`config.mk`:
```
export PLATFORM = sky130hd
export DESIGN_NAME = hazard_controller
export DESIGN_NICKNAME = d
export VERILOG_FILES = /design/src/rtl/hazard_controller.sv
export SDC_FILE = /design/constraint.sdc
export NUM_CORES = 1
export LEC_CHECK = 0
export CORE_ASPECT_RATIO = 1.75
export CORE_MARGIN = 5
export CORE_UTILIZATION = 40
export CTS_BUF_LIST = sky130_fd_sc_hd__clkbuf_4
export CTS_CLUSTER_SIZE = 40
export DETAILED_ROUTE_END_ITERATION = 10
export PLACE_DENSITY = 0.72
export SKIP_LAST_GASP = 1
export SYNTH_ARGS = -nofsm -noshare
export SYNTH_HDL_FRONTEND = slang
export SYNTH_SLANG_ARGS = --single-unit
export TNS_END_PERCENT = 100
```
`constraint.sdc`:
```
create_clock -name clk -period 6.8 [get_ports clk]
set_input_delay 1.7 -clock clk [delete_from_list [all_inputs] [get_ports clk]]
set_output_delay 1.7 -clock clk [all_outputs]
set_load 0.03 [all_outputs]
```
`src/rtl/hazard_controller.sv`:
```
// Pipeline hazard/sequencing controller: load-use stalls, taken-branch squash,
// mul/div issue scheduling with a busy window, and a saturating stall counter.
module hazard_controller #(
  parameter int MD_CYCLES = 32,
  parameter int CNT_W     = 16
) (
  input  logic             clk,
  input  logic             rst,
  input  logic [4:0]       RS1_IFID,
  input  logic [4:0]       RS2_IFID,
  input  logic             usesRs1_IFID,
  input  logic             usesRs2_IFID,
  input  logic [4:0]       RD_IDEX,
  input  logic             memRead_IDEX,
  input  logic             md_IFID,
  input  logic             hiloUse_IFID,
  input  logic             branchTaken_EX,
  output logic             PCWrite,
  output logic             IFIDWrite,
  output logic             bubble_IDEX,
  output logic             flush_IFID,
  output logic             md_start,
  output logic             md_busy,
  output logic [CNT_W-1:0] stall_cycles
);
  localparam int CW = $clog2(MD_CYCLES);
  localparam logic [0:0]    S_RUN    = 1'b0;
  localparam logic [0:0]    S_BUSY   = 1'b1;
  localparam logic [CW-1:0] CNT_LOAD = CW'(MD_CYCLES - 1);

  logic [0:0]       state_q, state_d;
  logic [CW-1:0]    cnt_q, cnt_d;
  logic [CNT_W-1:0] scnt_q, scnt_d;
  logic             lu, mh, stall, issue;

  assign lu = memRead_IDEX && (RD_IDEX != 5'd0) &&
              ((usesRs1_IFID && (RD_IDEX == RS1_IFID)) ||
               (usesRs2_IFID && (RD_IDEX == RS2_IFID)));
  assign mh    = md_busy && (md_IFID || hiloUse_IFID);
  assign stall = (lu || mh) && !branchTaken_EX;
  assign issue = md_IFID && (state_q == S_RUN) && !lu && !branchTaken_EX;

  assign md_busy      = (state_q == S_BUSY);
  assign stall_cycles = scnt_q;

  // Reset forces a squash-everything posture; the taken branch outranks any stall.
  always_comb begin
    PCWrite     = 1'b1;
    IFIDWrite   = 1'b1;
    bubble_IDEX = 1'b0;
    flush_IFID  = 1'b0;
    md_start    = 1'b0;
    if (!rst) begin
      PCWrite     = 1'b0;
      IFIDWrite   = 1'b0;
      bubble_IDEX = 1'b1;
      flush_IFID  = 1'b1;
    end else if (branchTaken_EX) begin
      bubble_IDEX = 1'b1;
      flush_IFID  = 1'b1;
    end else begin
      md_start = issue;
      if (stall) begin
        PCWrite     = 1'b0;
        IFIDWrite   = 1'b0;
        bubble_IDEX = 1'b1;
      end
    end
  end

  // A taken branch never aborts the busy window: the mul/div is older.
  always_comb begin
    state_d = state_q;
    cnt_d   = cnt_q;
    if (state_q == S_RUN) begin
      if (issue) begin
        state_d = S_BUSY;
        cnt_d   = CNT_LOAD;
      end
    end else if (cnt_q == '0) begin
      state_d = S_RUN;
    end else begin
      cnt_d = cnt_q - CW'(1);
    end
  end

  always_comb begin
    scnt_d = scnt_q;
    if (!PCWrite && !branchTaken_EX && (scnt_q != '1))
      scnt_d = scnt_q + CNT_W'(1);
  end

  always_ff @(posedge clk or negedge rst) begin
    if (!rst) begin
      state_q <= S_RUN;
      cnt_q   <= '0;
      scnt_q  <= '0;
    end else begin
      state_q <= state_d;
      cnt_q   <= cnt_d;
      scnt_q  <= scnt_d;
    end
  end
endmodule

```
==> flow_summary.html, run 1 <==
<table>
<tr><th>Metric</th><th>Value</th></tr>
<tr><th colspan="2">Outcome</th></tr>
<tr><td>Run status</td><td>complete, no violations</td></tr>
<tr><th colspan="2">Final layout</th></tr>
<tr><td>Fill cell total of the finished layout</td><td>318</td></tr>
<tr><td>Most frequent standard cell in the layout excluding fill and tap cells</td><td>clkdlybuf4s50_1</td></tr>
<tr><td>Commonest non-fill, non-tap cells in the layout</td><td>44 x clkdlybuf4s50_1, 23 x xor2_1, 22 x dfrtp_1</td></tr>
<tr><td>Final design instance area without fill</td><td>1830 um^2</td></tr>
<tr><td>Diode count</td><td>0</td></tr>
<tr><td>Footprint of the multi-input gates</td><td>708 um^2</td></tr>
<tr><td>Area growth from synthesis to final layout</td><td>38.9%</td></tr>
<tr><td>Nets</td><td>201</td></tr>
<tr><td>Area taken by flip-flops and latches</td><td>551 um^2</td></tr>
<tr><td>Fraction of layout cells with a size suffix above 1</td><td>0.0690</td></tr>
<tr><th colspan="2">Yosys</th></tr>
<tr><td>Cell count after synthesis</td><td>131</td></tr>
<tr><td>Area share of the largest cell type after synthesis</td><td>0.417</td></tr>
<tr><td>Total of warnings raised by yosys</td><td>0</td></tr>
<tr><td>Syn_area_per_cell</td><td>10.1 um^2</td></tr>
<tr><td>Post-Synth XOR/XNOR Area</td><td>0.186</td></tr>
<tr><td>Fraction of the mapped netlist area in compound gates</td><td>0.0787</td></tr>
<tr><td>Synth area leaders</td><td>dfrtp_1 42%, xor2_1 15%, nor3_1 3.4%, xnor2_1 3.3%, ha_1 2.8%</td></tr>
<tr><td>Flip-flop and latch count after synthesis</td><td>22</td></tr>
<tr><td>Post-synth ARST share</td><td>1.00</td></tr>
<tr><td>Adder and majority cell fraction of the synthesized area</td><td>0.0285</td></tr>
<tr><td>Cell taking the most area after synthesis</td><td>dfrtp_1</td></tr>
<tr><td>Sequential element share of the synthesized area</td><td>0.417</td></tr>
<tr><td>Multiplexer area fraction after synthesis</td><td>0.00854</td></tr>
<tr><td>Main combinational cell family by area after synthesis</td><td>simple AND/OR/NAND/NOR gates</td></tr>
<tr><td>Post-synthesis cell type count</td><td>37</td></tr>
<tr><td>Number of enable flip-flop cells after synthesis</td><td>0</td></tr>
<tr><td>Post-synthesis simple-gate area fraction</td><td>0.235</td></tr>
<tr><td>Netlist area before placement</td><td>1320 um^2</td></tr>
<tr><td>Post-synth top flop</td><td>dfrtp_1</td></tr>
<tr><td>Number of nets in the synthesized netlist</td><td>157</td></tr>
<tr><th colspan="2">Floorplan</th></tr>
<tr><td>Y dimension of the die</td><td>86.0 um</td></tr>
<tr><td>Die X</td><td>53.4 um</td></tr>
<tr><td>I/O pin count</td><td>45</td></tr>
<tr><td>Die area</td><td>4590 um^2</td></tr>
<tr><td>Starting utilization of the core area</td><td>0.415</td></tr>
<tr><td>Rows</td><td>27</td></tr>
<tr><td>Std-Cell Core Area</td><td>3180 um^2</td></tr>
<tr><th colspan="2">STA</th></tr>
<tr><td>Tcrit/Tclk final</td><td>0.898</td></tr>
<tr><td>Setup repair after global routing missed its margin</td><td>false</td></tr>
<tr><td>Slew at the pin closest to its max-slew limit</td><td>0.937 ns</td></tr>
<tr><td>Time the final worst path needs with I/O delays and setup</td><td>6.11 ns</td></tr>
<tr><td>Max-Slew Margin vs Limit</td><td>0.367</td></tr>
<tr><td>Final sum of negative setup slack</td><td>0 ns</td></tr>
<tr><td>Maximum clock rate</td><td>164 MHz</td></tr>
<tr><td>Least setup slack across all paths after layout</td><td>0.690 ns</td></tr>
<tr><td>Setup violation total in the final timing report</td><td>0</td></tr>
<tr><td>Count of final max-slew check failures</td><td>0</td></tr>
<tr><td>Final hold violation count</td><td>0</td></tr>
<tr><td>Fin Clk Skew</td><td>0.00499 ns</td></tr>
<tr><th colspan="2">Placement</th></tr>
<tr><td>Count of port buffers added during placement</td><td>44</td></tr>
<tr><td>Weighted congestion at the end of routability-driven global placement</td><td>0.846</td></tr>
<tr><td>Cell area reported after detailed placement</td><td>1780 um^2</td></tr>
<tr><td>Pre-CTS setup slack</td><td>0.687 ns</td></tr>
<tr><td>HPWL after detailed placement</td><td>2.72 mm</td></tr>
<tr><th colspan="2">Global route</th></tr>
<tr><td>Maximum number of pins on one net before global-route repair</td><td>28</td></tr>
<tr><td>Via count of the first global-routing pass</td><td>1,282</td></tr>
<tr><td>GRT Util Overall</td><td>0.162</td></tr>
<tr><td>Remaining Overflow, GRT</td><td>0</td></tr>
<tr><td>Initial antenna violation count</td><td>0</td></tr>
<tr><td>Wire length of the first global-routing pass</td><td>5.58 mm</td></tr>
<tr><th colspan="2">Clock network</th></tr>
<tr><td>Number of buffers inserted to repair setup after CTS</td><td>0</td></tr>
<tr><td>Total of cells resized after clock tree synthesis</td><td>0</td></tr>
<tr><td>CTS HTree Levels</td><td>1</td></tr>
<tr><td>Total CTS buffers</td><td>3</td></tr>
<tr><td>TritonCTS clock tree</td><td>built</td></tr>
<tr><td>Number of hold buffers added after cts</td><td>0</td></tr>
<tr><td>Clock tree root driver cell</td><td>clkbuf_4</td></tr>
<tr><td>Clock sink count</td><td>22</td></tr>
<tr><td>Clock-pin slew of the registers on the worst-case setup and hold paths</td><td>0.12 ns</td></tr>
<tr><td>Number of buffers on the longest clock path</td><td>2</td></tr>
<tr><td>Worst-Skew Late Latency</td><td>0.31 ns</td></tr>
<tr><th colspan="2">Pwr</th></tr>
<tr><td>Post-layout power</td><td>602 uW</td></tr>
<tr><td>Total leakage power</td><td>0.783 nW</td></tr>
<tr><td>Cell Pwr Density</td><td>329 nW/um^2</td></tr>
<tr><td>Worst ir drop on vdd</td><td>0.289 mV</td></tr>
<tr><th colspan="2">Route</th></tr>
<tr><td>First-pass detailed-route iteration total</td><td>4</td></tr>
<tr><td>Top routing layer used</td><td>met4</td></tr>
<tr><td>Number of remaining DRC errors</td><td>0</td></tr>
<tr><td>Initial DRC count</td><td>17</td></tr>
<tr><td>Post-DR wirelength/cell</td><td>15.8 um</td></tr>
<tr><td>Number of nets still failing antenna checks after routing</td><td>0</td></tr>
<tr><td>Final WL</td><td>3.43 mm</td></tr>
<tr><td>Wire length on met1</td><td>1.27 mm</td></tr>
<tr><td>Total via count in the routed design</td><td>1,165</td></tr>
<tr><td>Routed length on met3</td><td>280 um</td></tr>
<tr><td>Via-to-Cell Ratio</td><td>5.37</td></tr>
<tr><td>DR WL met2</td><td>1.79 mm</td></tr>
<tr><th colspan="2">Setup path</th></tr>
<tr><td>R2R depth</td><td>7</td></tr>
<tr><td>Critical path endpoint category</td><td>primary output</td></tr>
<tr><td>Type of origin of the critical path</td><td>input port</td></tr>
<tr><td>Worst Path Arrival</td><td>4.41 ns</td></tr>
<tr><td>Critical path fanouts, max</td><td>7</td></tr>
<tr><td>Setup CP Type</td><td>input port to primary output</td></tr>
<tr><td>Required time at the worst-slack endpoint</td><td>5.10 ns</td></tr>
<tr><th colspan="2">Min path</th></tr>
<tr><td>Worst hold path depth</td><td>1</td></tr>
<tr><td>Worst min-delay path class</td><td>register to register</td></tr>
<tr><th colspan="2">Flow run</th></tr>
<tr><td>Number of maximum-capacitance violations</td><td>0</td></tr>
</table>
## critical path, stage by stage
cell and delay [ns]:
clkdlybuf4s50_1 0.47, or4_4 0.57, o21ai_2 0.14, nor2_1 0.07
or4b_1 0.65, nor2_2 0.13, clkdlybuf4s50_1 0.68
## synthesized netlist by cell type (all sizes together) (2+ instances only)
cell type,n
xor2,23
dfrtp,22
nand2,10
nor3,9
nor2,7
nor4,6
inv,5
nand4,5
xnor2,5
and3,3
buf,3
clkbuf,3
ha,3
nand3,3
nor3b,3
o21ai,3
and2,2
## per-layer routing
layer,GRT usage,up-vias
li1,-,546
met1,0.161,558
met2,0.291,53
met3,0.0348,8
met4,0.0930,0
met5,0,-
## registers in the layout, indices dropped and copies added, names as in the netlist
| name | count |
|---|---|
| stall_cycles | 16 |
| md_busy | 1 |
| cnt_q | 5 |
## metrics by stage
stage	instances	hold slack (ns)	utilization
5_1_grt	217	0.523	0.577
4_1_cts	217	0.501	0.577
3_3_place_gp	213	0.484	0.560
3_5_place_dp	213	0.482	0.560
2_1_floorplan	131	0.481	-
6_report	217	0.496	0.577
## cell families after synthesis
group,Yosys count
xor gates and xnor gates,28
DFF,22
adders and majority gates,3
AOI/OAI and AO/OA,11
muxes,1
buffers and inverters,11
and+or+nand+nor,55
## power breakdown
group	switching, mW	internal [mW]
clock network	0.0404	0.0596
logic	0.156	0.122
registers	0.0512	0.173
total	0.247	0.355
## cell type report
class                           instances  area share
Clock inverter                          1      0.0164
Sequential cell                        22       0.301
Multi-Input combinational cell         98       0.387
Tap cell                               43      0.0294
Timing Repair Buffer                   45       0.245
Inverter                                5      0.0102
Clock buffer                            3      0.0123
## final timing paths
path / from / end / slack, ns
setup / recovery: RD_IDEX[1] / md_start / 0.69
hold / removal: stall_cycles[15]$_DFFE_PN0P_ / stall_cycles[15]$_DFFE_PN0P_ / 0.50
setup reg to reg: cnt_q[0]$_DFFE_PN0P_ / cnt_q[3]$_DFFE_PN0P_ / 4.67
hold reg to reg: stall_cycles[15]$_DFFE_PN0P_ / stall_cycles[15]$_DFFE_PN0P_ / 0.50
max in group asynchronous: rst / stall_cycles[4]$_DFFE_PN0P_ / 4.82
min in group asynchronous: rst / cnt_q[3]$_DFFE_PN0P_ / 1.74
Power figures use the tool's default switching activity.
==> run 2, diff against run 1 <==
--- a/config.mk
+++ b/config.mk
@@ -6,7 +6,7 @@
 export NUM_CORES = 1
 export LEC_CHECK = 0
 export CORE_ASPECT_RATIO = 1.75
-export CORE_MARGIN = 5
+export CORE_MARGIN = 3
 export CORE_UTILIZATION = 40
 export CTS_BUF_LIST = sky130_fd_sc_hd__clkbuf_4
 export CTS_CLUSTER_SIZE = 40
==> run 2 against run 1 <==
Compared with the run above:
- clock skew decreased by 0.0014 ns
- register-to-register slack better by 0.12 ns
- largest power group unchanged
- routed wire length is 8.7% lower
==> flow_summary.html, run 2 (synthesis gave the netlist of run 1 again) <==
<table>
<tr><th>Metric</th><th>Value</th></tr>
<tr><th colspan="2">STA</th></tr>
<tr><td>Tcrit/Tclk final</td><td>0.900 (+0.00138)</td></tr>
<tr><td>Time the final worst path needs with I/O delays and setup</td><td>6.12 ns (+0.00937 ns)</td></tr>
<tr><td>Fin Clk Skew</td><td>0.00355 ns (-0.00144 ns)</td></tr>
<tr><td>Least setup slack across all paths after layout</td><td>0.681 ns (-0.00937 ns)</td></tr>
<tr><td>Count of final max-slew check failures</td><td>0 (unchanged)</td></tr>
<tr><td>Maximum clock rate</td><td>163 MHz (-0.15%)</td></tr>
<tr><td>Final hold violation count</td><td>0 (unchanged)</td></tr>
<tr><td>Max-Slew Margin vs Limit</td><td>0.430 (+0.0634)</td></tr>
<tr><td>Setup violation total in the final timing report</td><td>0 (unchanged)</td></tr>
<tr><td>Final sum of negative setup slack</td><td>0 ns (unchanged)</td></tr>
<tr><td>Slew at the pin closest to its max-slew limit</td><td>0.843 ns (-0.0939 ns)</td></tr>
<tr><td>Setup repair after global routing missed its margin</td><td>false</td></tr>
<tr><th colspan="2">Floorplan</th></tr>
<tr><td>Std-Cell Core Area</td><td>3140 um^2 (-1.1%)</td></tr>
<tr><td>Die area</td><td>4050 um^2 (-12%)</td></tr>
<tr><td>Starting utilization of the core area</td><td>0.420 (+0.00447)</td></tr>
<tr><td>Y dimension of the die</td><td>82.0 um (-4.7%)</td></tr>
<tr><td>Rows</td><td>27 (unchanged)</td></tr>
<tr><td>I/O pin count</td><td>45 (unchanged)</td></tr>
<tr><td>Die X</td><td>49.4 um (-7.5%)</td></tr>
<tr><th colspan="2">Final layout</th></tr>
<tr><td>Area taken by flip-flops and latches</td><td>551 um^2 (unchanged)</td></tr>
<tr><td>Nets</td><td>201 (unchanged)</td></tr>
<tr><td>Layout Utilization</td><td>0.575 (-0.00216)</td></tr>
<tr><td>Fraction of layout cells with a size suffix above 1</td><td>0.0632 (-0.00575)</td></tr>
<tr><td>Flip-flop count of the largest register after layout</td><td>16 (unchanged)</td></tr>
<tr><td>Diode count</td><td>0 (unchanged)</td></tr>
<tr><td>Commonest non-fill, non-tap cells in the layout</td><td>44 x clkdlybuf4s50_1, 23 x xor2_1, 22 x dfrtp_1</td></tr>
<tr><td>Area growth from synthesis to final layout</td><td>36.9%</td></tr>
<tr><td>Fill cell total of the finished layout</td><td>301 (-5.3%)</td></tr>
<tr><td>Most frequent standard cell in the layout excluding fill and tap cells</td><td>clkdlybuf4s50_1</td></tr>
<tr><td>Footprint of the multi-input gates</td><td>708 um^2 (unchanged)</td></tr>
<tr><th colspan="2">Placement</th></tr>
<tr><td>Pre-CTS setup slack</td><td>0.659 ns (-0.0273 ns)</td></tr>
<tr><td>HPWL after detailed placement</td><td>2.50 mm (-8.0%)</td></tr>
<tr><td>Count of port buffers added during placement</td><td>44 (unchanged)</td></tr>
<tr><td>Weighted congestion at the end of routability-driven global placement</td><td>0.824 (-2.7%)</td></tr>
<tr><th colspan="2">Pwr</th></tr>
<tr><td>Cell Pwr Density</td><td>307 nW/um^2 (-6.5%)</td></tr>
<tr><td>Post-layout power</td><td>555 uW (-7.8%)</td></tr>
<tr><td>Total leakage power</td><td>0.771 nW (-1.6%)</td></tr>
<tr><td>Worst ir drop on vdd</td><td>0.248 mV (-14%)</td></tr>
<tr><th colspan="2">Min path</th></tr>
<tr><td>Worst min-delay path class</td><td>register to register</td></tr>
<tr><th colspan="2">Global route</th></tr>
<tr><td>Wire length of the first global-routing pass</td><td>5.18 mm (-7.2%)</td></tr>
<tr><td>GRT Util Overall</td><td>0.163 (+0.00116)</td></tr>
<tr><td>Maximum number of pins on one net before global-route repair</td><td>16 (-43%)</td></tr>
<tr><td>Remaining Overflow, GRT</td><td>0 (unchanged)</td></tr>
<tr><td>Initial antenna violation count</td><td>0 (unchanged)</td></tr>
<tr><td>Via count of the first global-routing pass</td><td>1,196 (-6.7%)</td></tr>
<tr><th colspan="2">Route</th></tr>
<tr><td>First-pass detailed-route iteration total</td><td>4 (unchanged)</td></tr>
<tr><td>Initial DRC count</td><td>14 (-3)</td></tr>
<tr><td>Total via count in the routed design</td><td>1,133 (-2.7%)</td></tr>
<tr><td>Number of nets still failing antenna checks after routing</td><td>0 (unchanged)</td></tr>
<tr><td>Via-to-Cell Ratio</td><td>5.22 (-2.7%)</td></tr>
<tr><td>Number of remaining DRC errors</td><td>0 (unchanged)</td></tr>
<tr><td>Final WL</td><td>3.13 mm (-8.7%)</td></tr>
<tr><td>Post-DR wirelength/cell</td><td>14.4 um (-8.7%)</td></tr>
<tr><th colspan="2">Setup path</th></tr>
<tr><td>Delay of the slowest critical-path stage</td><td>0.67 ns (about the same)</td></tr>
<tr><td>Critical path fanouts, max</td><td>7 (unchanged)</td></tr>
<tr><td>Setup CP Type</td><td>input port to primary output</td></tr>
<tr><td>Required time at the worst-slack endpoint</td><td>5.10 ns (about the same)</td></tr>
<tr><td>CP most frequent cell</td><td>clkdlybuf4s50_1</td></tr>
<tr><td>Worst Path Arrival</td><td>4.42 ns (about the same)</td></tr>
<tr><td>Type of origin of the critical path</td><td>input port</td></tr>
<tr><td>Critical path's top delay family</td><td>simple AND/OR/NAND/NOR gates</td></tr>
<tr><td>Cell with the biggest individual delay on the critical path</td><td>clkdlybuf4s50_1</td></tr>
<tr><td>Number of buffers and inverters on the critical path</td><td>2 (unchanged)</td></tr>
<tr><td>Critical path endpoint category</td><td>primary output</td></tr>
<tr><td>Cell breakdown of the critical path</td><td>clkdlybuf4s50_1 -&gt; or4_4 -&gt; o21ai_2 -&gt; nor2_1 -&gt; or4b_1 -&gt; nor2_2 -&gt; clkdlybuf4s50_1</td></tr>
<tr><th colspan="2">Clock network</th></tr>
<tr><td>Total CTS buffers</td><td>3 (unchanged)</td></tr>
<tr><td>Number of buffers inserted to repair setup after CTS</td><td>0 (unchanged)</td></tr>
<tr><td>Clock tree root driver cell</td><td>clkbuf_4</td></tr>
<tr><td>Total of cells resized after clock tree synthesis</td><td>0 (unchanged)</td></tr>
<tr><td>CTS HTree Levels</td><td>1 (unchanged)</td></tr>
<tr><td>Clock sink count</td><td>22 (unchanged)</td></tr>
<tr><td>Number of buffers on the longest clock path</td><td>2 (unchanged)</td></tr>
<tr><td>Number of hold buffers added after cts</td><td>0 (unchanged)</td></tr>
<tr><td>Worst-Skew Late Latency</td><td>0.30 ns (about the same)</td></tr>
<tr><td>Clock-pin slew of the registers on the worst-case setup and hold paths</td><td>0.12 ns (about the same)</td></tr>
<tr><td>TritonCTS clock tree</td><td>built</td></tr>
<tr><th colspan="2">Flow run</th></tr>
<tr><td>Number of maximum-capacitance violations</td><td>0 (unchanged)</td></tr>
<tr><th colspan="2">Outcome</th></tr>
<tr><td>Run status</td><td>complete, no violations</td></tr>
</table>
==> run 2: cell types whose count changed in the layout (fill, tap and decap cells not counted) <==
cell	change
bufinv_16	-1
clkinv_1	+1
==> run 2: metal layers <==
layer  share of wire  track usage
met1            0.38        0.171
met2            0.57        0.320
met3           0.030       0.0163
met4           0.022       0.0748
met5               0            0
==> run 2: final cells by class <==
cell class	count	share of cell area
multi-input combinational	98	0.392
sequential	22	0.305
timing repair buffer	45	0.248
tap	43	0.0298
clock buffer	3	0.0125
inverter	5	0.0104
clock inverter	1	0.00208
==> run 2: final timing paths <==
kind / cells after the start / endpoint / slack, ns / start
max: 7 / md_start / 0.68 / RD_IDEX[1]
min: 1 / stall_cycles[10]$_DFFE_PN0P_ / 0.51 / stall_cycles[10]$_DFFE_PN0P_
max reg2reg: 7 / cnt_q[3]$_DFFE_PN0P_ / 4.79 / cnt_q[0]$_DFFE_PN0P_
min reg2reg: 1 / stall_cycles[10]$_DFFE_PN0P_ / 0.51 / stall_cycles[10]$_DFFE_PN0P_
max in group asynchronous: 2 / stall_cycles[5]$_DFFE_PN0P_ / 4.42 / rst
min in group asynchronous: 1 / md_busy$_DFF_PN0_ / 1.77 / rst
==> run 2: power breakdown <==
| part | internal, mW | switching, mW |
|---|---|---|
| sequential | 0.173 | 0.0490 |
| clock | 0.0214 | 0.0388 |
| combinational | 0.123 | 0.151 |
==> run 2: stage by stage <==
stage / hold WS, ns / cells / instance area, um^2
finish: 0.505 / 217 / 1810
detailed placement: 0.486 / 213 / 1780
CTS: 0.507 / 217 / 1810
global placement: 0.484 / 213 / 1780
floorplan: 0.481 / 131 / 1320
global route: 0.521 / 217 / 1810
==> run 3, diff against run 2 <==
--- a/config.mk
+++ b/config.mk
@@ -12,6 +12,7 @@
 export CTS_CLUSTER_SIZE = 40
 export DETAILED_ROUTE_END_ITERATION = 10
 export PLACE_DENSITY = 0.72
+export SETUP_SLACK_MARGIN = 0.15
 export SKIP_LAST_GASP = 1
 export SYNTH_ARGS = -nofsm -noshare
 export SYNTH_HDL_FRONTEND = slang
==> constraint.sdc (replaced) <==
create_clock -name clk -period 6.9 [get_ports clk]
set_input_delay 1.725 -clock clk [delete_from_list [all_inputs] [get_ports clk]]
set_output_delay 1.725 -clock clk [all_outputs]
set_load 0.03 [all_outputs]
==> results of run 3 <==
Same layout as run 2 (identical final DEF). Status: complete, no violations.
Main changes from that run: setup slack after placement 0.659 ns -> 0.709 ns; setup slack after layout 0.681 ns -> 0.731 ns; register-to-register setup slack 4.79 ns -> 4.89 ns; total power 0.555 mW -> 0.547 mW; worst IR drop on VDD 0.248 mV -> 0.245 mV
